===== src/rtl/mem_port_arbiter.sv =====
// Shares one memory port between fetch (I) and data (D) requesters, one access in flight.
// Optional starvation guard for fetch: define ARB_STARVE_GUARD_EN.
module mem_port_arbiter #(
    parameter int ADDR_W   = 32,
    parameter int DATA_W   = 32,
    parameter int MAX_WAIT = 4
) (
    input  logic                clk,
    input  logic                rst,
    input  logic                i_req_valid,
    input  logic [ADDR_W-1:0]   i_req_addr,
    output logic                i_req_ready,
    output logic                i_rsp_valid,
    output logic [DATA_W-1:0]   i_rsp_data,
    input  logic                d_req_valid,
    input  logic                d_req_we,
    input  logic [ADDR_W-1:0]   d_req_addr,
    input  logic [DATA_W-1:0]   d_req_wdata,
    input  logic [DATA_W/8-1:0] d_req_be,
    output logic                d_req_ready,
    output logic                d_rsp_valid,
    output logic [DATA_W-1:0]   d_rsp_data,
    output logic                m_req_valid,
    output logic                m_req_we,
    output logic [ADDR_W-1:0]   m_req_addr,
    output logic [DATA_W-1:0]   m_req_wdata,
    output logic [DATA_W/8-1:0] m_req_be,
    input  logic                m_req_ready,
    input  logic                m_rsp_valid,
    input  logic [DATA_W-1:0]   m_rsp_data,
    output logic                busy
);
    typedef enum logic [1:0] {IDLE, REQ, WAIT} state_t;

    state_t state, state_nxt;
    logic   owner_d;
    logic   grant_i, grant_d;
    logic   starve;
    logic   rsp_take;

`ifdef ARB_STARVE_GUARD_EN
    logic [3:0] wait_cnt;

    // D grants while I waits; at the limit I takes the next slot
    assign starve = i_req_valid && (wait_cnt == 4'(MAX_WAIT));

    always_ff @(posedge clk) begin
        if (rst) begin
            wait_cnt <= '0;
        end else if (grant_i) begin
            wait_cnt <= '0;
        end else if (grant_d && i_req_valid) begin
            wait_cnt <= wait_cnt + 4'd1;
        end
    end
`else
    assign starve = 1'b0;
`endif

    always_ff @(posedge clk) begin
        if (rst) state <= IDLE;
        else     state <= state_nxt;
    end

    always_comb begin
        state_nxt = state;
        grant_i   = 1'b0;
        grant_d   = 1'b0;
        unique case (state)
            IDLE: begin
                if (!rst) begin
                    if (d_req_valid && !starve) grant_d = 1'b1;
                    else if (i_req_valid)       grant_i = 1'b1;
                    if (grant_d || grant_i) state_nxt = REQ;
                end
            end
            REQ:     if (m_req_ready) state_nxt = WAIT;
            WAIT:    if (m_rsp_valid) state_nxt = IDLE;
            default: state_nxt = IDLE;
        endcase
    end

    assign i_req_ready = grant_i;
    assign d_req_ready = grant_d;
    assign busy        = (state != IDLE);
    assign rsp_take    = (state == WAIT) && m_rsp_valid;

    always_ff @(posedge clk) begin
        if (rst) begin
            owner_d     <= 1'b0;
            m_req_valid <= 1'b0;
            m_req_we    <= 1'b0;
            m_req_addr  <= '0;
            m_req_wdata <= '0;
            m_req_be    <= '0;
            i_rsp_valid <= 1'b0;
            i_rsp_data  <= '0;
            d_rsp_valid <= 1'b0;
            d_rsp_data  <= '0;
        end else begin
            if (grant_d) begin
                owner_d     <= 1'b1;
                m_req_valid <= 1'b1;
                m_req_we    <= d_req_we;
                m_req_addr  <= d_req_addr;
                m_req_wdata <= d_req_wdata;
                m_req_be    <= d_req_be;
            end else if (grant_i) begin
                owner_d     <= 1'b0;
                m_req_valid <= 1'b1;
                m_req_we    <= 1'b0;
                m_req_addr  <= i_req_addr;
                m_req_wdata <= '0;
                m_req_be    <= '1;
            end else if (state == REQ && m_req_ready) begin
                m_req_valid <= 1'b0;
            end
            i_rsp_valid <= rsp_take && !owner_d;
            d_rsp_valid <= rsp_take && owner_d;
            if (rsp_take) begin
                if (owner_d) d_rsp_data <= m_req_we ? '0 : m_rsp_data;
                else         i_rsp_data <= m_rsp_data;
            end
        end
    end
endmodule

===== config.mk =====
export PLATFORM = sky130hd
export DESIGN_NAME = mem_port_arbiter
export DESIGN_NICKNAME = d
export VERILOG_FILES = /design/src/rtl/mem_port_arbiter.sv
export SDC_FILE = /design/constraint.sdc
export NUM_CORES = 1
export LEC_CHECK = 0
export ABC_CLOCK_PERIOD_IN_PS = 1950
export CAP_MARGIN = 25
export CORE_MARGIN = 2
export CORE_UTILIZATION = 40
export CTS_BUF_LIST = sky130_fd_sc_hd__clkbuf_4
export CTS_CLUSTER_DIAMETER = 150
export DETAILED_ROUTE_END_ITERATION = 8
export GPL_TIMING_DRIVEN = 0
export PLACE_DENSITY = 0.87
export SYNTH_ARGS = -nofsm -noshare
export SYNTH_HDL_FRONTEND = slang
export SYNTH_SLANG_ARGS = --single-unit
export TNS_END_PERCENT = 1

===== constraint.sdc =====
create_clock -name clk -period 1.95 [get_ports clk]
set_input_delay 0.39 -clock clk [delete_from_list [all_inputs] [get_ports clk]]
set_output_delay 0.39 -clock clk [all_outputs]
set_load 0.01 [all_outputs]

==> results.toml, run 1 <==
[synth]
syn_area_um2 = 5229
synthMuxAreaShare_pct = 0
synth_nets = 691
synthCells = 552
synth-compound-area-share_pct = 23.33
synth_top_family_by_area = "compound AO/OA/AOI/OAI gates"
ys_warn_count = 0
synthSimpleGateAreaFrac_pct = 17.66
avgSynthCellArea_um2 = 9.472
synthAdderAreaFrac_pct = 0
synth_cell_types = 29
synth_seq_cells = 139
synth-xor-area-share_pct = 0
ys_seq_area_share_pct = 53.22

[timing]
max_clock_freq_ghz = 0.4709
fin_crit_ns = 2.124
finalMaxSlewViolations = 0
final.setup.tns_ns = -0.4391
setup_viol = 3
hold_viol = 0
rsz0062_at_grt = "true"
setup_ws_ns = -0.1737
finalCritPeriodShare_pct = 108.9
tightest_slew_ns = 0.5530
relSlewSlack_pct = 63.13
fin_skew_ns = 0.01868

[grt]
grt_start_max_net_pins = 17
grt_pass1_vias = 5382
grt_pass1_wl_um = 27600
grt_usage_pct = 25.04
antenna_found_initial = 1
grt_overflow_total = 0

[pwr]
p_clk_share_pct = 33.8
vdd_drop_max_mv = 0.6367
seqPwrFrac_pct = 47.1
internal-power_mw = 4.844
p_leak_nw = 3.174
combPwrFrac_pct = 19.0
power_density_nw_per_um2 = 758.6
switching_power_mw = 1.673
swShare_pct = 25.67

[floorplan]
die_width_um = 118.3
dieArea_um2 = 14000
ioPinCount = 278
initial_core_util_pct = 41.27
die_h_um = 118.3
coreArea_um2 = 12670
rows = 41

[setup_path]
cp_max_fo = 4
slowest_stage = "or4b_4"
worstPathRequired_ns = 1.56
crit_path_cell_trace = "or4b_4 > nor2_2 > buf_2"
cpPeakStageDelay_ns = 0.56
critPathKind = "reg2out"
arrival_ns = 1.73
start_kind = "flip-flop"
end_kind = "primary output"
path_buf_inv = 1
critPathTopFamily = "simple AND/OR/NAND/NOR gates"

[final_layout]
area_growth_pct = 64.30
fin_nets = 989
nFillCells = 1043
final_area_um2 = 8591
drive_above_1_share_pct = 11.12

[cts]
htreeDepth = 4
cts_made_buffers = 17
clk_pin_slew_ns = 0.11
clock_path_buffers = 2
insertion_delay_ns = 0.56
tritoncts = "done"
root_buffer = "clkbuf_4"
clkSinkCount = 139
hold_buffers = 0

[place]
dpl_cell_area_um2 = 8207
gp_congestion = 0.8213
io_buffers = 276
dp_hpwl_um = 12980

[routing]
drc = 0
viasPerCell = 5.076
routed_wirelength_um = 17560
num_vias = 5259
dr.pass1.iters = 4
drtIter0Drc = 285
antenna_left = 0
routedWlPerCell_um = 16.95

[outcome]
outcome = "finished, violations left"
violations = "negative setup slack"

[worst_hold_path]
hp-class = "in2reg"

[flow_run]
maxCapViolCount = 0
==> cells by family (layout without fill, tap and decap cells) <==
logic type / count (synthesis) / in the layout
AND/OR/NAND/NOR: 185 / 185
AO/OA/AOI/OAI: 172 / 172
flip-flops: 139 / 139
buffers and inverters: 56 / 367
other: 0 / 1
==> cells in the mapped netlist <==
| cell | number | share of area, % |
|---|---|---|
| dfxtp_1 | 139 | 53 |
| a21oi_1 | 102 | 9.8 |
| nand2_1 | 97 | 7.0 |
| nor3_1 | 35 | 3.4 |
| a22o_1 | 33 | 5.5 |
| nand3b_1 | 33 | 4.7 |
| o22ai_2 | 29 | 6.9 |
| clkbuf_1 | 25 | 1.8 |
| buf_2 | 14 | 1.3 |
| nor2_1 | 11 | 0.79 |
| buf_6 | 10 | 2.2 |
| buf_1 | 5 | 0.36 |
| inv_1 | 2 | 0.14 |
| o22ai_1 | 2 | 0.24 |
| a2111oi_0 | 1 | 0.17 |
| a211oi_1 | 1 | 0.14 |
| a21oi_2 | 1 | 0.17 |
| a22oi_1 | 1 | 0.14 |
| and4b_1 | 1 | 0.19 |
| nand2b_1 | 1 | 0.12 |
| nand4b_1 | 1 | 0.17 |
| nand4bb_1 | 1 | 0.22 |
| nor2_8 | 1 | 0.38 |
| nor4bb_1 | 1 | 0.19 |
| o21ai_0 | 1 | 0.096 |
| o31ai_1 | 1 | 0.14 |
| or2_2 | 1 | 0.12 |
| or3b_1 | 1 | 0.17 |
| or4b_4 | 1 | 0.26 |
==> cell type report <==
| type | instances | area, µm² | share of cell area [%] |
|---|---|---|---|
| Antenna cell | 1 | 2.502 | 0.02913 |
| Clock buffer | 18 | 135.1 | 1.573 |
| Timing Repair Buffer | 284 | 2838 | 33.03 |
| Tap cell | 172 | 215.2 | 2.505 |
| Multi-Input combinational cell | 357 | 2153 | 25.07 |
| Sequential cell | 139 | 2794 | 32.52 |
| Buffer | 49 | 245.2 | 2.855 |
| Inverter | 2 | 7.507 | 0.08739 |
| Clock inverter | 14 | 200.2 | 2.330 |
==> worst paths after layout <==
check / slack [ns] / startpoint / cells after the start / endpoint
min: 0.26 / rst / 2 / state[0]
max reg2reg: 0.17 / state[0] / 7 / i_rsp_data[24]
min reg2reg: 0.46 / d_rsp_data[10] / 2 / d_rsp_data[10]
max: -0.17 / state[1] / 3 / i_req_ready
==> cell usage in the layout (no fill, tap or decap), drive strengths merged, types with 2 or more instances in the layout <==
master and count:
nand3b 33, nor2 12, clkbuf 43, clkinvlp 2, nor3 35, bufinv 5, buf 34, a22o 33
inv 3, dlymetal6s2s 8, nand2 97, a21oi 103, clkdlybuf4s50 265, o22ai 31, dfxtp 139, clkinv 6
==> layer usage <==
metal | wire, µm | GRT usage, % | vias to the layer above
met4 | 530 | 10.69 | 0
met2 | 8627 | 42.56 | 223
met1 | 7026 | 27.76 | 2437
li1 | - | - | 2555
met5 | 0 | 0 | -
met3 | 1380 | 9.749 | 44
==> stage by stage <==
step / worst slack (ns) / util (%) / instances / total power, mW / hold WS [ns]
final: -0.1737 / 67.80 / 1036 / 6.517 / 0.2646
after global routing: -0.2406 / 67.80 / 1036 / 6.787 / 0.2388
after CTS: -0.1969 / 67.60 / 1035 / 6.552 / 0.2424
after detailed placement: -0.7956 / 64.77 / 1000 / 4.367 / 0.4440
after global placement: -0.7969 / 64.77 / 1000 / 4.348 / 0.4377
after floorplan: 0.1866 / - / 552 / 3.634 / 0.4761
==> power by group through the flow <==
| stage | Sequential [mW] | Combinational (mW) | Clock [mW] |
|---|---|---|---|
| floorplan | 3.19 | 0.440 | 0 |
| global placement | 3.13 | 1.22 | 0 |
| detailed placement | 3.13 | 1.24 | 0 |
| CTS | 3.07 | 1.25 | 2.23 |
| global route | 3.09 | 1.33 | 2.36 |
| finish | 3.07 | 1.24 | 2.20 |
==> registers in the layout, summed over array words and instances (netlist names) <==
name         cells
state            2
m_req_be         4
m_req_addr      32
d_rsp_valid      1
m_req_we         1
m_req_wdata     32
m_req_valid      1
d_rsp_data      32
owner_d          1
i_rsp_valid      1
i_rsp_data      32
==> what timing repair did <==
item | 4_1_cts | 5_1_grt
pin swaps | 3 | 2
setup endpoints to repair | 4 | 12
setup buffers | 8 | 0
gates resized for setup | 20 | 9
(Power assumes the default switching activity.)
==> run 2, diff against run 1 <==
Settings changed: CORE_MARGIN 2 to default, REMOVE_ABC_BUFFERS from default to 1.
==> run 2 against run 1 <==
  * The flow still finishes with violations (negative setup slack)
  * First-iteration DRC count rose by 8.8%
  * Critical path type unchanged
  * Sequential cell count is the same
  * Global-route usage grew 0.74 points
  * Sequential share of layout area hardly changed
  * Clock skew shrank 0.0092 ns
  * Critical path depth stayed put
  * Clock power decreased by 19%
  * Die area shrank 3.4%
  * Combinational power about the same
  * Power decreased by 5.8%
  * Register-to-register slack worse by 0.10 ns
  * Worst hold slack improved by 0.067 ns
==> results.toml, run 2 (synthesis results as in run 1) <==
[grt]
grt_start_max_net_pins = 68
grt_usage_pct = 25.78
antenna_found_initial = 0
grt_overflow_total = 0
grt_pass1_wl_um = 26040
grt_pass1_vias = 5069

[final_layout]
final_area_um2 = 8598
layout_common_cells = "clkdlybuf4s50_1 (259), dfxtp_1 (136), a21oi_1 (101), nand2_1 (97), nor3_1 (35)"
area_growth_pct = 64.44
fin_nets = 960
final_common_cell = "clkdlybuf4s50_1"
nFillCells = 1003
antenna_cells = 0
drive_above_1_share_pct = 12.23

[floorplan]
ioPinCount = 278
rows = 41
die_h_um = 116.3
die_width_um = 116.3
coreArea_um2 = 12670
dieArea_um2 = 13530
initial_core_util_pct = 41.27

[place]
io_buffers = 277
dp_slack_ns = -1.349
gp_congestion = 0.7503
dp_hpwl_um = 11410
dpl_cell_area_um2 = 8105

[setup_path]
worstPathRequired_ns = 1.56
reg2regPathDepth = 7
critPathKind = "reg2out"
r2r-start = "state[0]"
cp_max_fo = 3
end_kind = "primary output"
r2r_end = "i_rsp_data[17]"
arrival_ns = 1.70
r2r_setup_slack_ns = 0.07
start_kind = "flip-flop"

[timing]
setup_ws_ns = -0.1443
fin_crit_ns = 2.094
setup_viol = 2
relSlewSlack_pct = 42.66
hold_viol = 0
fin_worst_hold_slack_ns = 0.3320
final.setup.tns_ns = -0.2664
tightest_slew_ns = 0.8582
fin_skew_ns = 0.009454
max_clock_freq_ghz = 0.4775
finalCritPeriodShare_pct = 107.4
rsz0062_at_grt = "true"
finalMaxSlewViolations = 0

[pwr]
swShare_pct = 27.16
power_density_nw_per_um2 = 714.2
p_leak_nw = 3.226
vdd_drop_max_mv = 0.4844
combPwrFrac_pct = 20.7
internal-power_mw = 4.473
p_clk_share_pct = 29.2
seqPwrFrac_pct = 50.1
switching_power_mw = 1.668

[cts]
tritoncts = "done"
insertion_delay_ns = 0.54
root_buffer = "clkbuf_4"
htreeDepth = 4
clk_pin_slew_ns = 0.12
clkSinkCount = 139
hold_buffers = 0
clock_path_buffers = 2
cts_made_buffers = 17

[routing]
routed_wirelength_um = 17400
drc = 0
drtIter0Drc = 310
antenna_left = 0
num_vias = 5192
viasPerCell = 5.161
routedWlPerCell_um = 17.30
dr.pass1.iters = 4

[worst_hold_path]
min-delay-start = "rst"
hp-class = "in2reg"
hold_path_depth = 2
worstHoldEndpoint = "i_rsp_data[10]"

[flow_run]
maxCapViolCount = 0

[outcome]
violations = "negative setup slack"
outcome = "finished, violations left"
==> run 2: cell types whose count changed in the layout (fill, tap and decap cells not counted), sizes merged <==
| cell | change |
|---|---|
| nor2 | +3 |
| dlymetal6s2s | +4 |
| or4b | +1 |
| clkdlybuf4s50 | -6 |
| bufbuf | +1 |
| dlygate4sd2 | +1 |
| clkbuf | -24 |
| buf | -9 |
| diode | -1 |
| clkinv | +3 |
| bufinv | -3 |
==> run 2: final cells by class <==
cell class / count / area (µm²) / area share [%]
clock buffers: 18 / 135.1 / 1.572
clock inverters: 14 / 128.9 / 1.499
inverters: 2 / 7.507 / 0.08731
multi-input cells: 361 / 2232 / 25.96
flip-flops and latches: 139 / 2794 / 32.49
well taps: 172 / 215.2 / 2.503
repair buffers: 300 / 3085 / 35.88
==> run 2: per-stage QoR <==
stage                     total power [mW]  utilization, %  instances
after floorplan                      3.554               -        498
final                                6.141           67.86       1006
after global routing                 6.425           67.86       1006
after global placement               4.283           62.52        947
after CTS                            6.185           67.55       1006
after detailed placement             4.325           63.97        955
==> run 2: power by group through the flow <==
stage | Sequential, mW | Clock (mW) | Combinational [mW]
global route | 3.09 | 1.98 | 1.36
detailed placement | 3.15 | 0 | 1.18
CTS | 3.07 | 1.83 | 1.28
floorplan | 3.20 | 0 | 0.352
finish | 3.08 | 1.79 | 1.27
global placement | 3.14 | 0 | 1.14
==> run 2: worst max-delay path by stage <==
stage	startpoint	endpoint	slack [ns]	cells past startpoint
2_1_floorplan	m_rsp_valid	i_rsp_data[0]	-1.10	3
3_3_place_gp	m_rsp_valid	i_rsp_data[16]	-3.91	4
3_5_place_dp	d_req_valid	d_req_ready	-1.35	5
4_1_cts	state[0]	d_req_ready	-0.20	4
5_1_grt	state[1]	i_req_ready	-0.25	3
6_report	state[1]	i_req_ready	-0.14	3
==> run 2: per-layer routing <==
metal | wire [µm] | track usage (%) | up-vias
li1 | - | - | 2500
met1 | 6428 | 27.40 | 2443
met2 | 8882 | 45.72 | 218
met3 | 1650 | 9.652 | 31
met4 | 439 | 10.85 | 0
met5 | 0 | 0 | -
==> run 2: critical path, stage by stage (launching register included) <==
cell and delay (ns):
dfxtp_4 0.37, or4b_4 0.58, nor2_2 0.10, buf_2 0.13
==> run 2: repair_timing <==
| action | CTS | global route |
|---|---|---|
| resized for setup | 22 | 17 |
| gates cloned | 5 | 0 |
| endpoints found under the hold margin | 0 | 0 |
| pin swaps | 5 | 2 |
| endpoints found under the setup margin | 37 | 26 |
| buffers inserted | 14 | 0 |
